**src/rtl/mem_arbiter_if.sv**
```systemverilog
`default_nettype none
// ============================================================================
// mem_arbiter_if : IF/MEM requester and byte-wide RAM port bundle
// Rev 1.0
// ============================================================================
interface mem_arbiter_if;
  logic        if_req;
  logic [31:0] if_addr;
  logic        if_flush;
  logic        if_rdy;
  logic [31:0] if_data;
  logic        mem_req;
  logic        mem_we;
  logic [1:0]  mem_size;
  logic [31:0] mem_addr;
  logic [31:0] mem_wdata;
  logic        mem_rdy;
  logic [31:0] mem_rdata;
  logic [31:0] ram_a;
  logic        ram_wr;
  logic [7:0]  ram_dout;
  logic [7:0]  ram_din;

  modport master (
    output if_req, if_addr, if_flush, mem_req, mem_we, mem_size, mem_addr, mem_wdata, ram_din,
    input  if_rdy, if_data, mem_rdy, mem_rdata, ram_a, ram_wr, ram_dout
  );

  modport slave (
    input  if_req, if_addr, if_flush, mem_req, mem_we, mem_size, mem_addr, mem_wdata, ram_din,
    output if_rdy, if_data, mem_rdy, mem_rdata, ram_a, ram_wr, ram_dout
  );
endinterface
`default_nettype wire

```
**src/rtl/mem_arbiter.sv**
```systemverilog
`default_nettype none
// ============================================================================
// mem_arbiter : fixed-priority IF/MEM arbiter onto a byte-wide sync RAM
// Rev 1.0
// ============================================================================
module mem_arbiter (
  input  wire logic     clk,
  input  wire logic     rst,
  mem_arbiter_if.slave  bus
);

  typedef enum logic [1:0] {
    ST_IDLE  = 2'd0,
    ST_READ  = 2'd1,
    ST_WRITE = 2'd2,
    ST_DONE  = 2'd3
  } state_t;

  state_t      r_state,     w_state_n;
  logic        r_owner_mem, w_owner_mem_n;
  logic [31:0] r_base,      w_base_n;
  logic [2:0]  r_len,       w_len_n;
  logic [31:0] r_wdata,     w_wdata_n;
  logic [2:0]  r_k,         w_k_n;
  logic [31:0] r_buf,       w_buf_n;
  logic [31:0] r_if_data,   w_if_data_n;
  logic [31:0] r_mem_rdata, w_mem_rdata_n;
  logic        r_if_rdy,    w_if_rdy_n;
  logic        r_mem_rdy,   w_mem_rdy_n;
  logic [31:0] r_ram_a,     w_ram_a_n;
  logic        r_ram_wr,    w_ram_wr_n;
  logic [7:0]  r_ram_dout,  w_ram_dout_n;

  logic [2:0]  w_k_inc;
  logic [1:0]  w_cap_idx;
  logic [2:0]  w_mem_len;

  assign w_k_inc   = r_k + 3'd1;
  assign w_cap_idx = r_k[1:0] - 2'd1;
  assign w_mem_len = (bus.mem_size == 2'd0) ? 3'd1 :
                     (bus.mem_size == 2'd1) ? 3'd2 : 3'd4;

  always_comb begin
    w_state_n     = r_state;
    w_owner_mem_n = r_owner_mem;
    w_base_n      = r_base;
    w_len_n       = r_len;
    w_wdata_n     = r_wdata;
    w_k_n         = r_k;
    w_buf_n       = r_buf;
    w_if_data_n   = r_if_data;
    w_mem_rdata_n = r_mem_rdata;
    w_if_rdy_n    = 1'b0;
    w_mem_rdy_n   = 1'b0;
    w_ram_a_n     = '0;
    w_ram_wr_n    = 1'b0;
    w_ram_dout_n  = '0;

    case (r_state)
      ST_IDLE: begin
        w_k_n   = '0;
        w_buf_n = '0;
        if (bus.mem_req) begin
          w_owner_mem_n = 1'b1;
          w_base_n      = bus.mem_addr;
          w_len_n       = w_mem_len;
          w_wdata_n     = bus.mem_wdata;
          w_ram_a_n     = bus.mem_addr;
          if (bus.mem_we) begin
            w_state_n    = ST_WRITE;
            w_ram_wr_n   = 1'b1;
            w_ram_dout_n = bus.mem_wdata[7:0];
          end else begin
            w_state_n    = ST_READ;
          end
        end else if (bus.if_req && !bus.if_flush) begin
          w_owner_mem_n = 1'b0;
          w_base_n      = bus.if_addr;
          w_len_n       = 3'd4;
          w_ram_a_n     = bus.if_addr;
          w_state_n     = ST_READ;
        end
      end

      ST_READ: begin
        if (!r_owner_mem && bus.if_flush) begin
          w_state_n = ST_IDLE;
        end else begin
          // RAM data lags the address by one cycle, so step k holds byte k-1
          if (r_k != 3'd0)
            w_buf_n[{w_cap_idx, 3'b000} +: 8] = bus.ram_din;
          if (r_k == r_len) begin
            w_state_n = ST_DONE;
            if (r_owner_mem) begin
              w_mem_rdy_n   = 1'b1;
              w_mem_rdata_n = w_buf_n;
            end else begin
              w_if_rdy_n    = 1'b1;
              w_if_data_n   = w_buf_n;
            end
          end else begin
            w_k_n = w_k_inc;
            if (w_k_inc != r_len)
              w_ram_a_n = r_base + {29'd0, w_k_inc};
          end
        end
      end

      ST_WRITE: begin
        if (w_k_inc == r_len) begin
          w_state_n   = ST_DONE;
          w_mem_rdy_n = 1'b1;
        end else begin
          w_k_n        = w_k_inc;
          w_ram_wr_n   = 1'b1;
          w_ram_a_n    = r_base + {29'd0, w_k_inc};
          w_ram_dout_n = r_wdata[{w_k_inc[1:0], 3'b000} +: 8];
        end
      end

      ST_DONE: begin
        w_state_n = ST_IDLE;
      end

      default: begin
        w_state_n = ST_IDLE;
      end
    endcase
  end

  always_ff @(posedge clk) begin
    if (rst) begin
      r_state     <= ST_IDLE;
      r_owner_mem <= 1'b0;
      r_base      <= '0;
      r_len       <= '0;
      r_wdata     <= '0;
      r_k         <= '0;
      r_buf       <= '0;
      r_if_data   <= '0;
      r_mem_rdata <= '0;
      r_if_rdy    <= 1'b0;
      r_mem_rdy   <= 1'b0;
      r_ram_a     <= '0;
      r_ram_wr    <= 1'b0;
      r_ram_dout  <= '0;
    end else begin
      r_state     <= w_state_n;
      r_owner_mem <= w_owner_mem_n;
      r_base      <= w_base_n;
      r_len       <= w_len_n;
      r_wdata     <= w_wdata_n;
      r_k         <= w_k_n;
      r_buf       <= w_buf_n;
      r_if_data   <= w_if_data_n;
      r_mem_rdata <= w_mem_rdata_n;
      r_if_rdy    <= w_if_rdy_n;
      r_mem_rdy   <= w_mem_rdy_n;
      r_ram_a     <= w_ram_a_n;
      r_ram_wr    <= w_ram_wr_n;
      r_ram_dout  <= w_ram_dout_n;
    end
  end

  assign bus.if_rdy    = r_if_rdy;
  assign bus.if_data   = r_if_data;
  assign bus.mem_rdy   = r_mem_rdy;
  assign bus.mem_rdata = r_mem_rdata;
  assign bus.ram_a     = r_ram_a;
  assign bus.ram_wr    = r_ram_wr;
  assign bus.ram_dout  = r_ram_dout;

endmodule
`default_nettype wire

```
**src/flat_wrapper.sv**
```systemverilog
// flat-port wrapper written by rule: the top's interface ports become plain ports
module mem_arbiter_flat 
  (clk, rst, bus_if_req, bus_if_addr, bus_if_flush, bus_mem_req, bus_mem_we, bus_mem_size, bus_mem_addr, bus_mem_wdata, bus_ram_din, bus_if_rdy, bus_if_data, bus_mem_rdy, bus_mem_rdata, bus_ram_a, bus_ram_wr, bus_ram_dout);
  mem_arbiter_if bus_i ();
  input  wire logic clk;
  input  wire logic rst;
  input wire logic [$bits(bus_i.if_req)-1:0] bus_if_req;
  input wire logic [$bits(bus_i.if_addr)-1:0] bus_if_addr;
  input wire logic [$bits(bus_i.if_flush)-1:0] bus_if_flush;
  input wire logic [$bits(bus_i.mem_req)-1:0] bus_mem_req;
  input wire logic [$bits(bus_i.mem_we)-1:0] bus_mem_we;
  input wire logic [$bits(bus_i.mem_size)-1:0] bus_mem_size;
  input wire logic [$bits(bus_i.mem_addr)-1:0] bus_mem_addr;
  input wire logic [$bits(bus_i.mem_wdata)-1:0] bus_mem_wdata;
  input wire logic [$bits(bus_i.ram_din)-1:0] bus_ram_din;
  output wire logic [$bits(bus_i.if_rdy)-1:0] bus_if_rdy;
  output wire logic [$bits(bus_i.if_data)-1:0] bus_if_data;
  output wire logic [$bits(bus_i.mem_rdy)-1:0] bus_mem_rdy;
  output wire logic [$bits(bus_i.mem_rdata)-1:0] bus_mem_rdata;
  output wire logic [$bits(bus_i.ram_a)-1:0] bus_ram_a;
  output wire logic [$bits(bus_i.ram_wr)-1:0] bus_ram_wr;
  output wire logic [$bits(bus_i.ram_dout)-1:0] bus_ram_dout;
  assign bus_i.if_req = bus_if_req;
  assign bus_i.if_addr = bus_if_addr;
  assign bus_i.if_flush = bus_if_flush;
  assign bus_i.mem_req = bus_mem_req;
  assign bus_i.mem_we = bus_mem_we;
  assign bus_i.mem_size = bus_mem_size;
  assign bus_i.mem_addr = bus_mem_addr;
  assign bus_i.mem_wdata = bus_mem_wdata;
  assign bus_i.ram_din = bus_ram_din;
  assign bus_if_rdy = bus_i.if_rdy;
  assign bus_if_data = bus_i.if_data;
  assign bus_mem_rdy = bus_i.mem_rdy;
  assign bus_mem_rdata = bus_i.mem_rdata;
  assign bus_ram_a = bus_i.ram_a;
  assign bus_ram_wr = bus_i.ram_wr;
  assign bus_ram_dout = bus_i.ram_dout;
  mem_arbiter u_core (.clk(clk), .rst(rst), .bus(bus_i));
endmodule
```
**config.mk**
```make
export PLATFORM = sky130hd
export DESIGN_NAME = mem_arbiter_flat
export DESIGN_NICKNAME = d
export VERILOG_FILES = /design/src/rtl/mem_arbiter_if.sv /design/src/rtl/mem_arbiter.sv /design/src/flat_wrapper.sv
export SDC_FILE = /design/constraint.sdc
export NUM_CORES = 1
export LEC_CHECK = 0
export ABC_CLOCK_PERIOD_IN_PS = 4500
export CAP_MARGIN = 20
export CORE_MARGIN = 2
export CORE_UTILIZATION = 55
export DETAILED_ROUTE_END_ITERATION = 10
export DONT_BUFFER_PORTS = 1
export PLACE_DENSITY = 0.7
export SLEW_MARGIN = 0
export SYNTH_ARGS = -nofsm -noshare
export SYNTH_HDL_FRONTEND = slang
export SYNTH_SLANG_ARGS = --single-unit
```
**constraint.sdc**
```tcl
create_clock -name clk -period 4.5 [get_ports clk]
set_input_delay 1.35 -clock clk [delete_from_list [all_inputs] [get_ports clk]]
set_output_delay 1.35 -clock clk [all_outputs]
set_load 0.03 [all_outputs]
```
=== Yosys cells after proc, flatten, opt, wreduce, memory -nomap -nowiden ===
Cells that the tools add are included.

* $add $sub $neg: 4
* Multipliers: 0
* Divide/modulo/power cells: 0
* $lt $le $gt $ge: 0
* Equality and inequality tests: 13
* Shifts and indexed selects: 3
* Muxes and demuxes: 44
* Bitwise logic cells: 4
* Reductions and logical operators: 18

{| class="wikitable"
|+ Operator list
! operator !! count
|-
| $mux 32 || 10
|-
| $pmux 32 s3 || 1
|-
| $pmux 32 s2 || 1
|-
| $add 32x3->32 || 1
|-
| $bwmux 32 || 1
|-
| $shift 8x7->32 const A || 1
|-
| $shiftx 32x6->8 || 1
|-
| $shiftx 8x7->32 || 1
|-
| $mux 8 || 3
|-
| $mux 3 || 7
|-
| $pmux 8 s2 || 1
|-
| $mux 2 || 6
|-
| $reduce_and 4->1 || 3
|-
| $mux 1 || 10
|-
| $pmux 3 s3 || 1
|-
| $pmux 2 s4 || 1
|-
| $neg 5->7 || 1
|-
| $eq 3x3->1 || 2
|-
| $ne 2x2->1 const B || 3
|-
| $reduce_and 2->1 || 3
|-
| $reduce_bool 3->1 || 2
|-
| $eq 2x1->1 const B || 2
|-
| $eq 2x2->1 const B || 2
|-
| $logic_not 2->1 || 2
|-
| 13 further kinds || 20
|}

* Register bits after elaboration: 212
* Bits in latches: 0
* Bits in writable memories: 0
* ROM bits: 0
* Input bits: 112
* Output and inout bits: 107
* Memories kept: 0

=== Logic depth before layout (Yosys ltp) ===
Gate-level depths: netlist of the first run.

* Depth after elaboration: 7
* Mapped depth: 9
* Depth with buffers taken out: 8

=== Worst setup path after synthesis of the first run ===
Ideal clock, no wire load.

* Path kind: input-to-reg
* From: input bus_if_req
* To: register u_core.r_state[0]
* Arrival time: 2.517 ns
* Path slack: 1.912 ns
* Cell stages on the path: 6
* Buffers on the path: 1
* Path through: nor2b_1 -> clkbuf_1 -> nor2_1 -> a211o_1 -> or3_1 -> a21oi_1

* Longest elaborated chain between the ends: 3

{| class="wikitable"
|+ RTL lines
! item !! RTL line !! RTL
|-
| start: declaration || flat_wrapper.sv:7 || <nowiki>input wire logic [$bits(bus_i.if_req)-1:0] bus_if_req;</nowiki>
|-
| $logic_and 1x1->1 || mem_arbiter.sv:76 || <nowiki>end else if (bus.if_req && !bus.if_flush) begin</nowiki>
|-
| $ne 3x2->1 (no source line) || -- ||
|-
| $reduce_and 3->1 (no source line) || -- ||
|-
| end signal: assignment || mem_arbiter.sv:148 || <nowiki>r_state <= w_state_n;</nowiki>
|-
| end: declaration || mem_arbiter.sv:19 || <nowiki>state_t r_state, w_state_n;</nowiki>
|}

No other way between the ends.
A chain may end at the register's enable or synchronous reset.

=== Worst setup path in the final report of the first run ===
* From: register u_core.r_k[0]
* To: register u_core.r_ram_a[29] (netlist: u_core.bus.ram_a[29])

* Longest elaborated chain between the ends: 6
* Elaborated cells on any way between the ends: 10
* Classes of those cells: 2 x add/sub; 3 x eq/ne; 5 x mux

{| class="wikitable"
|+ RTL lines
! item !! RTL line !! RTL
|-
| start: declaration || mem_arbiter.sv:24 || <nowiki>logic [2:0] r_k, w_k_n;</nowiki>
|-
| start signal: assignment || mem_arbiter.sv:153 || <nowiki>r_k <= w_k_n;</nowiki>
|-
| $add 3x1->3 || mem_arbiter.sv:38 || <nowiki>assign w_k_inc = r_k + 3'd1;</nowiki>
|-
| $add 32x3->32 or $ne 3x3->1 (tied branches) || mem_arbiter.sv:104, mem_arbiter.sv:116, mem_arbiter.sv:103 ||
|-
| $mux 32 || mem_arbiter.sv:103 || <nowiki>if (w_k_inc != r_len)</nowiki>
|-
| $mux 32 || mem_arbiter.sv:92 || <nowiki>if (r_k == r_len) begin</nowiki>
|-
| $mux 32 || mem_arbiter.sv:86 || <nowiki>if (!r_owner_mem && bus.if_flush) begin</nowiki>
|-
| $pmux 32 s3 (*) || mem_arbiter.sv:59 || <nowiki>case (r_state)</nowiki>
|-
| end signal: assignment || mem_arbiter.sv:159 || <nowiki>r_ram_a <= w_ram_a_n;</nowiki>
|-
| end: declaration || mem_arbiter.sv:30 || <nowiki>logic [31:0] r_ram_a, w_ram_a_n;</nowiki>
|}

Every way passes the cells marked *; elsewhere a longest branch is shown, timed or not.

==> results of run 1 <==
==> flip-flops by register name, indices dropped and copies added (netlist names) <==
signal                count
u_core.bus.if_rdy         1
u_core.r_wdata           32
u_core.bus.ram_wr         1
u_core.bus.if_data       32
u_core.r_k                3
u_core.r_len              3
u_core.bus.mem_rdy        1
u_core.r_base            32
u_core.r_buf             32
u_core.r_state            2
u_core.bus.ram_dout       8
u_core.bus.mem_rdata     32
u_core.bus.ram_a         32
u_core.r_owner_mem        1
==> report_power, final <==
part / internal (mW) / total (mW) / switching (mW)
clock network: 1.13 / 1.84 / 0.717
logic: 0.487 / 1.22 / 0.731
registers: 2.20 / 2.80 / 0.596
==> critical path, cell delays in order (launching register included) <==
cell and delay (ps):
dfxtp_1 480, buf_4 290, ha_1 220, xor2_1 250
ha_1 260, o21ai_0 200, nor2_2 420, nand3_1 230
o31a_1 310, a221oi_1 250
==> placed cells by master (no fill, tap or decap), types with 3 or more instances in the layout <==
| master | n |
|---|---|
| dfxtp_1 | 212 |
| nor2_1 | 141 |
| nand2_1 | 122 |
| a21oi_1 | 82 |
| a211oi_1 | 81 |
| a22oi_1 | 46 |
| a2bb2oi_1 | 24 |
| clkbuf_16 | 23 |
| mux2i_1 | 19 |
| nand3_1 | 18 |
| xor2_1 | 17 |
| o22ai_1 | 14 |
| ha_1 | 14 |
| inv_1 | 13 |
| xnor2_1 | 13 |
| nand2b_1 | 11 |
| nand4_1 | 11 |
| o21ai_0 | 11 |
| and4_1 | 10 |
| nor3_1 | 10 |
| mux2_2 | 9 |
| mux4_2 | 8 |
| clkbuf_1 | 7 |
| buf_4 | 7 |
| nor2b_1 | 5 |
| and3_1 | 5 |
| and2_1 | 5 |
| clkbuf_8 | 5 |
| nor4_1 | 4 |
| or2_2 | 3 |
==> cell type report <==
type                       count  area, sq um  share of cell area, %
inverter                      13        48.80                 0.4940
clock inverter                 2        60.06                 0.6080
timing repair buffer          10        115.1                  1.165
multi-input combinational    717         4469                  45.24
tap                          216        270.3                  2.736
sequential                   212         4244                  42.96
clock buffer                  35        670.6                  6.789
==> final timing paths <==
kind / end / slack, ps
max: u_core.bus.ram_a[29] / 1470
min: u_core.r_wdata[29] / 450
max reg2reg: u_core.bus.ram_a[29] / 1470
min reg2reg: u_core.r_wdata[29] / 450
==> stage by stage <==
stage	setup WS (ps)	hold slack [ps]	total power, mW	std cells	area [sq um]
after global routing	1167	469.4	6.159	1205	9878
after global placement	1457	435.0	4.005	1165	9085
after CTS	1472	447.5	5.870	1202	9816
final	1474	450.8	5.863	1205	9878
after detailed placement	1396	439.4	4.029	1165	9085
after floorplan	1912	432.3	3.776	1015	9077
==> per-layer routing <==
metal  vias to the layer above  global-route usage [%]  share of wire, %
li1                       3548                       -                 -
met1                      3353                   33.50                45
met2                       259                   36.27                44
met3                        31                   6.169               8.3
met4                         0                   4.600               1.8
met5                         -                       0                 0
==> cells by family after synthesis <==
group | count (synthesis) | synth area share [%]
compound gates | 276 | 20.62
flops | 212 | 46.75
mux | 36 | 5.196
xor+xnor | 31 | 3.156
fa+ha+maj | 15 | 2.150
buf+inv | 86 | 4.204
simple gates | 359 | 17.92
==> impl_metrics.ini, run 1 <==
[run_status]
outcome = completed

[cts]
cts_resized = 0
numCtsBuffers = 22
root_buffer = clkbuf_16
cts_tree = built
cts-hold-fix-buffers = 0
postCtsSetupRepairBufs = 0
clockBufferDepth = 3
clock_sinks = 212
clk_pin_slew_ps = 60
clkLatencyLatePin_ps = 500
htree_levels = 1

[synth]
synth_warnings = 0
avgSynthCellArea_sq_um = 8.943
synthTopCellsByArea = dfxtp_1 (47%), a211oi_1 (6.7%), nor2_1 (5.9%)
syn_area_sq_um = 9077
synth_common_cells = dfxtp_1 (212), nor2_1 (142), nand2_1 (122)
synth_edf_count = 0
synthDistinctLibCells = 57
synthArstFlopShare_pct = 0
ys_ff_latch = 212
synth_seq_area_share_pct = 46.75
synth.most_common_cell = dfxtp_1
yosysTopAreaCell = dfxtp_1
synth-main-ff-cell = dfxtp_1
syn_nets = 1142
syn_inst = 1015
yosys.area.top_type_share_pct = 46.75

[sta]
fmax_mhz = 330.5
tightestPinTransition_ps = 1046
hold_viol_final = 0
slew_viol_final = 0
layout_min_cycle_time_ps = 3026
max_slew_margin_pct = 30.25
fin_crit_sh_pct = 67.24
rsz0062_at_grt = no
setup-violations-final = 0
finalSetupTns_ps = 0
finClkSkew_ps = 7.423

[detailed_routing]
drc = 0
ant_nets = 0
routedWlPerCell_um = 17.89
drt_pre_antenna_iters = 5
vias_per_cell = 5.968
vias = 7191
drtIter0Drc = 522
wirelength_um = 21560

[grt]
grt_max_degree = 175
grt-ovfl-total = 0
grt_pass1_vias = 6427
antenna_found_initial = 0
grt_pass1_wl_um = 34260
grtUsageTotal_pct = 23.50

[finish]
final_layout_size_suffix_gt1_share_pct = 7.381
fin_nets = 1103
areaGrowthSynthToFinish_pct = 8.821
antenna_cells = 0
fin_util_pct = 61.74
nFillCells = 1423

[floorplan]
io_pins = 219
core-area_sq_um = 16000
die_area_sq_um = 17550
start_util_pct = 56.73
row_count = 46
die_h_um = 132.5
die_w_um = 132.5

[worst_hold_path]
hold_start = u_core.r_wdata[29]
min_path_cells = 2
hold_path.class = register to register

[worst_setup_path]
worstPathRequired_ps = 4910
path_class = register to register
cp_max_fo = 12
critPathLaunch = u_core.r_k[0]
critPathArrivalTime_ps = 3430
ff2ff_path_depth = 9
cp-end-kind = register
cp-start-kind = register
rr_startpoint = u_core.r_k[0]

[place]
numPortBuffers = 0
gp_congestion = 0.8779
dp_hpwl_um = 14270

[run]
drv_cap = 0

[pwr]
peakVddDrop_mv = 0.3258
p_per_area_nw_per_um2 = 593.5
power.leakage_nw = 3.407
No activity file was read; power rests on OpenSTA's default activity.
==> run 2: changes to the inputs <==
--- a/config.mk
+++ b/config.mk
@@ -5,13 +5,13 @@
 export SDC_FILE = /design/constraint.sdc
 export NUM_CORES = 1
 export LEC_CHECK = 0
-export ABC_CLOCK_PERIOD_IN_PS = 4500
+export ABC_CLOCK_PERIOD_IN_PS = 2490
 export CAP_MARGIN = 20
 export CORE_MARGIN = 2
 export CORE_UTILIZATION = 55
 export DETAILED_ROUTE_END_ITERATION = 10
 export DONT_BUFFER_PORTS = 1
-export PLACE_DENSITY = 0.7
+export PLACE_DENSITY = 0.73
 export SLEW_MARGIN = 0
 export SYNTH_ARGS = -nofsm -noshare
 export SYNTH_HDL_FRONTEND = slang
==> constraint.sdc (replaced) <==
create_clock -name clk -period 2.49 [get_ports clk]
set_input_delay 0.747 -clock clk [delete_from_list [all_inputs] [get_ports clk]]
set_output_delay 0.747 -clock clk [all_outputs]
set_load 0.03 [all_outputs]
==> impl_metrics.ini, run 2 (same netlist as run 1, synthesis figures left out) <==
[cts]
clkLatencyLatePin_ps = 500
cts_tree = built
numCtsBuffers = 23
clk_pin_slew_ps = 60
htree_levels = 1
clockBufferDepth = 3
cts-hold-fix-buffers = 0
clock_sinks = 212
root_buffer = clkbuf_16

[finish]
fin_nets = 1127
final_area_sq_um = 10110
final_cell_mix = dfxtp_1 (212), nor2_1 (141), nand2_1 (122), a21oi_1 (82), a211oi_1 (80)
final_layout_size_suffix_gt1_share_pct = 10.04
final_common_cell = dfxtp_1
areaGrowthSynthToFinish_pct = 11.41
fin_cells = 1232
nFillCells = 1456
fin_util_pct = 63.21
antenna_cells = 0

[floorplan]
row_count = 46
die_h_um = 132.5
die_w_um = 132.5
core-area_sq_um = 16000
die_area_sq_um = 17550
io_pins = 219
start_util_pct = 56.73

[grt]
grt_pass1_wl_um = 35950
grt_max_degree = 175
antenna_found_initial = 0
grt-ovfl-total = 0
grtUsageTotal_pct = 24.45
grt_pass1_vias = 7028

[place]
placed_cells = 1186
pre_cts_slack_ps = 80.89
dp_hpwl_um = 14950
numPortBuffers = 0
gp_congestion = 0.9235
dpl_cell_area_sq_um = 9273

[worst_setup_path]
cp-end-kind = register
critPathArrivalTime_ps = 2760
cp_max_fo = 4
worstPathRequired_ps = 2860
cp-start-kind = register
path_class = register to register

[worst_hold_path]
hold_path.class = primary input to register

[sta]
tightestPinTransition_ps = 616.1
fin_crit_sh_pct = 96.10
hold_viol_final = 0
fmax_mhz = 417.9
max_slew_margin_pct = 58.77
setup-violations-final = 0
fin_ws_ps = 97.13
finClkSkew_ps = 8.663
layout_min_cycle_time_ps = 2393
slew_viol_final = 0

[pwr]
p_per_area_nw_per_um2 = 1081
finalPower_mw = 10.93
power.leakage_nw = 3.562
peakVddDrop_mv = 0.5365

[detailed_routing]
vias = 7317
drt_pre_antenna_iters = 5
vias_per_cell = 5.939
wirelength_um = 22350
ant_nets = 0
drtIter0Drc = 487
drc = 0
routedWlPerCell_um = 18.14

[run_status]
outcome = completed

[run]
drv_cap = 0
-- run 2: worst paths after layout --
path | slack (ps) | to | depth (start not counted) | from
setup / recovery | 100 | u_core.bus.ram_a[26] | 10 | u_core.r_k[0]
setup reg to reg | 100 | u_core.bus.ram_a[26] | 10 | u_core.r_k[0]
hold reg to reg | 450 | u_core.r_buf[26] | 2 | u_core.r_buf[26]
hold / removal | 330 | u_core.bus.if_rdy | 1 | bus_if_flush
-- run 2: timing repair --
action	CTS	global route
resized for setup	0	1
setup buffers	0	5
setup endpoints to repair	0	29
-- run 2: worst max-delay path, cell delays in order, from the launching register on --
cell and delay [ps]:
dfxtp_1 330, ha_1 240, xor2_1 170, ha_1 300, buf_4 120, a21o_1 160
nand4_1 230, buf_4 240, nor3_1 230, xnor2_1 150, o22ai_1 100
-- run 2: routing by layer --
layer,GRT usage (%),wire length [um],vias up
li1,-,-,3596
met1,34.39,9983,3435
met2,39.29,10380,255
met3,4.674,1635,31
met4,5.376,352,0
met5,0,0,-
-- run 2: through the flow --
stage | TNS (ps) | hold WS [ps]
CTS | 0 | 306.5
global placement | 0 | 434.0
global route | -4.039 | 317.3
detailed placement | 0 | 440.4
finish | 0 | 326.9
floorplan | 0 | 432.3
-- run 2: power by group --
group | total, mW | switching (mW) | leakage [nW] | internal (mW)
logic | 2.32 | 1.39 | 1.44 | 0.935
clock network | 3.55 | 1.32 | 0.392 | 2.23
registers | 5.06 | 1.08 | 1.73 | 3.98
total | 10.9 | 3.78 | 3.56 | 7.15
-- run 2: final cells by class --
cell class / count / area [sq um] / share of cell area [%]
Clock buffer: 33 / 653.1 / 6.458
Clock inverter: 8 / 143.9 / 1.423
Inverter: 13 / 48.80 / 0.4825
Multi-Input combinational cell: 717 / 4481 / 44.30
Sequential cell: 212 / 4244 / 41.96
Tap cell: 216 / 270.3 / 2.672
Timing Repair Buffer: 33 / 272.8 / 2.697
==> run 3: changes to the inputs <==
--- a/config.mk
+++ b/config.mk
@@ -12,6 +12,7 @@
 export DETAILED_ROUTE_END_ITERATION = 10
 export DONT_BUFFER_PORTS = 1
 export PLACE_DENSITY = 0.73
+export REMOVE_ABC_BUFFERS = 1
 export SLEW_MARGIN = 0
 export SYNTH_ARGS = -nofsm -noshare
 export SYNTH_HDL_FRONTEND = slang
==> impl_metrics.ini, run 3 (same netlist as run 1, synthesis figures left out) <==
[finish]
antenna_cells = 0
seq_area_sq_um = 4244
nFillCells = 1388
final_common_cell = dfxtp_1
multi_input_area_sq_um = 4491
final_area_sq_um = 10060
final_cell_mix = dfxtp_1 (212), nor2_1 (141), nand2_1 (122), a21oi_1 (82), a211oi_1 (80)
fin_nets = 1123
fin_util_pct = 62.88
final_layout_size_suffix_gt1_share_pct = 9.802
fin_cells = 1226
areaGrowthSynthToFinish_pct = 10.83

[detailed_routing]
drc = 0
vias = 7261
routedWlPerCell_um = 17.97
drt_pre_antenna_iters = 4
vias_per_cell = 5.923
ant_nets = 0
drtIter0Drc = 464
wirelength_um = 22030

[place]
numPortBuffers = 0
dp_hpwl_um = 14960
dpl_cell_area_sq_um = 9285
gp_congestion = 0.8750
pre_cts_slack_ps = 47.12
placed_cells = 1185

[worst_setup_path]
cp-end-kind = register
cp_max_fo = 6
critPathArrivalTime_ps = 2700
worstPathRequired_ps = 2860
rr_startpoint = u_core.r_k[0]
critPathSlowestCell = dfxtp_1
cp_cell_sequence = inv_1 > ha_1 > ha_1 > a211oi_2 > nor2_2 > nand3_1 > buf_4 > o41ai_1 > a21oi_1
cp-start-kind = register
path_class = register to register
critPathLaunch = u_core.r_k[0]
cpMostUsedCell = ha_1
cpPeakStageDelay_ps = 370

[pwr]
finalPower_mw = 10.70
p_per_area_nw_per_um2 = 1064
peakVddDrop_mv = 0.5403
power.leakage_nw = 3.530

[cts]
clock_sinks = 212
htree_levels = 1
clk_pin_slew_ps = 60
cts_tree = built
clkLatencyLatePin_ps = 500
root_buffer = clkbuf_16
numCtsBuffers = 22
clockBufferDepth = 3

[sta]
max_slew_margin_pct = 59.93
rsz0062_at_grt = yes
finalSetupTns_ps = 0
hold_viol_final = 0
tightestPinTransition_ps = 601.0
fmax_mhz = 430.6
fin_ws_ps = 167.7
finClkSkew_ps = 8.068
layout_min_cycle_time_ps = 2322
setup-violations-final = 0
holdWs_ps = 337.5
slew_viol_final = 0
fin_crit_sh_pct = 93.27

[floorplan]
row_count = 46
die_area_sq_um = 17550
die_h_um = 132.5
io_pins = 219
die_w_um = 132.5
core-area_sq_um = 16000
start_util_pct = 56.73

[worst_hold_path]
hold_start = bus_if_flush
hold_path.class = primary input to register

[grt]
grtUsageTotal_pct = 24.60
grt-ovfl-total = 0
antenna_found_initial = 0
grt_max_degree = 175
use_met2_pct = 42.14
grt_pass1_wl_um = 36050
grtUsageMet1_pct = 31.01
busiest_layer = met2
met3_usage_pct = 6.667
grt_pass1_vias = 7059

[run_status]
outcome = completed

[run]
drv_cap = 0
==> run 3: cell count changes in the layout (fill, tap and decap cells not counted), sizes merged <==
cell    delta
bufinv     -2
buf        -3
clkinv     -1
==> run 3: worst max-delay path, delay by kind of cell, from the launching register on <==
kind / cells / cell delay [ps]
fa+ha+maj: 2 / 680
compound gates: 3 / 510
simple gates: 2 / 410
flops: 1 / 370
buf+inv: 2 / 230
==> run 3: layer usage <==
layer | vias up | wire length (um)
li1 | 3581 | -
met4 | 0 | 280
met2 | 207 | 10750
met1 | 3449 | 9309
met3 | 24 | 1685
met5 | - | 0
==> run 3: layout make-up <==
type	count	area share, %
multi-input combinational	717	44.63
tap	216	2.686
sequential	212	42.18
clock buffer	33	6.492
timing repair buffer	30	2.736
inverter	13	0.4850
clock inverter	5	0.7835
==> run 3: power by group <==
group	switching (mW)	total, mW	internal (mW)
clock network	1.29	3.31	2.02
logic	1.38	2.33	0.950
registers	1.09	5.07	3.98
==> run 3: final timing paths <==
kind | end | slack, ps | depth (start not counted)
setup / recovery | u_core.bus.ram_a[31] | 170 | 9
hold / removal | u_core.bus.if_rdy | 340 | 1
setup reg to reg | u_core.bus.ram_a[31] | 170 | 9
hold reg to reg | u_core.r_wdata[1] | 450 | 2
==> run 3: what timing repair did <==
item                                    in CTS  in global routing
endpoints found under the setup margin       0                 27
setup buffers                                0                  3
gates resized for setup                      0                  7
hold buffers                                 0                  0
endpoints found under the hold margin        0                  0
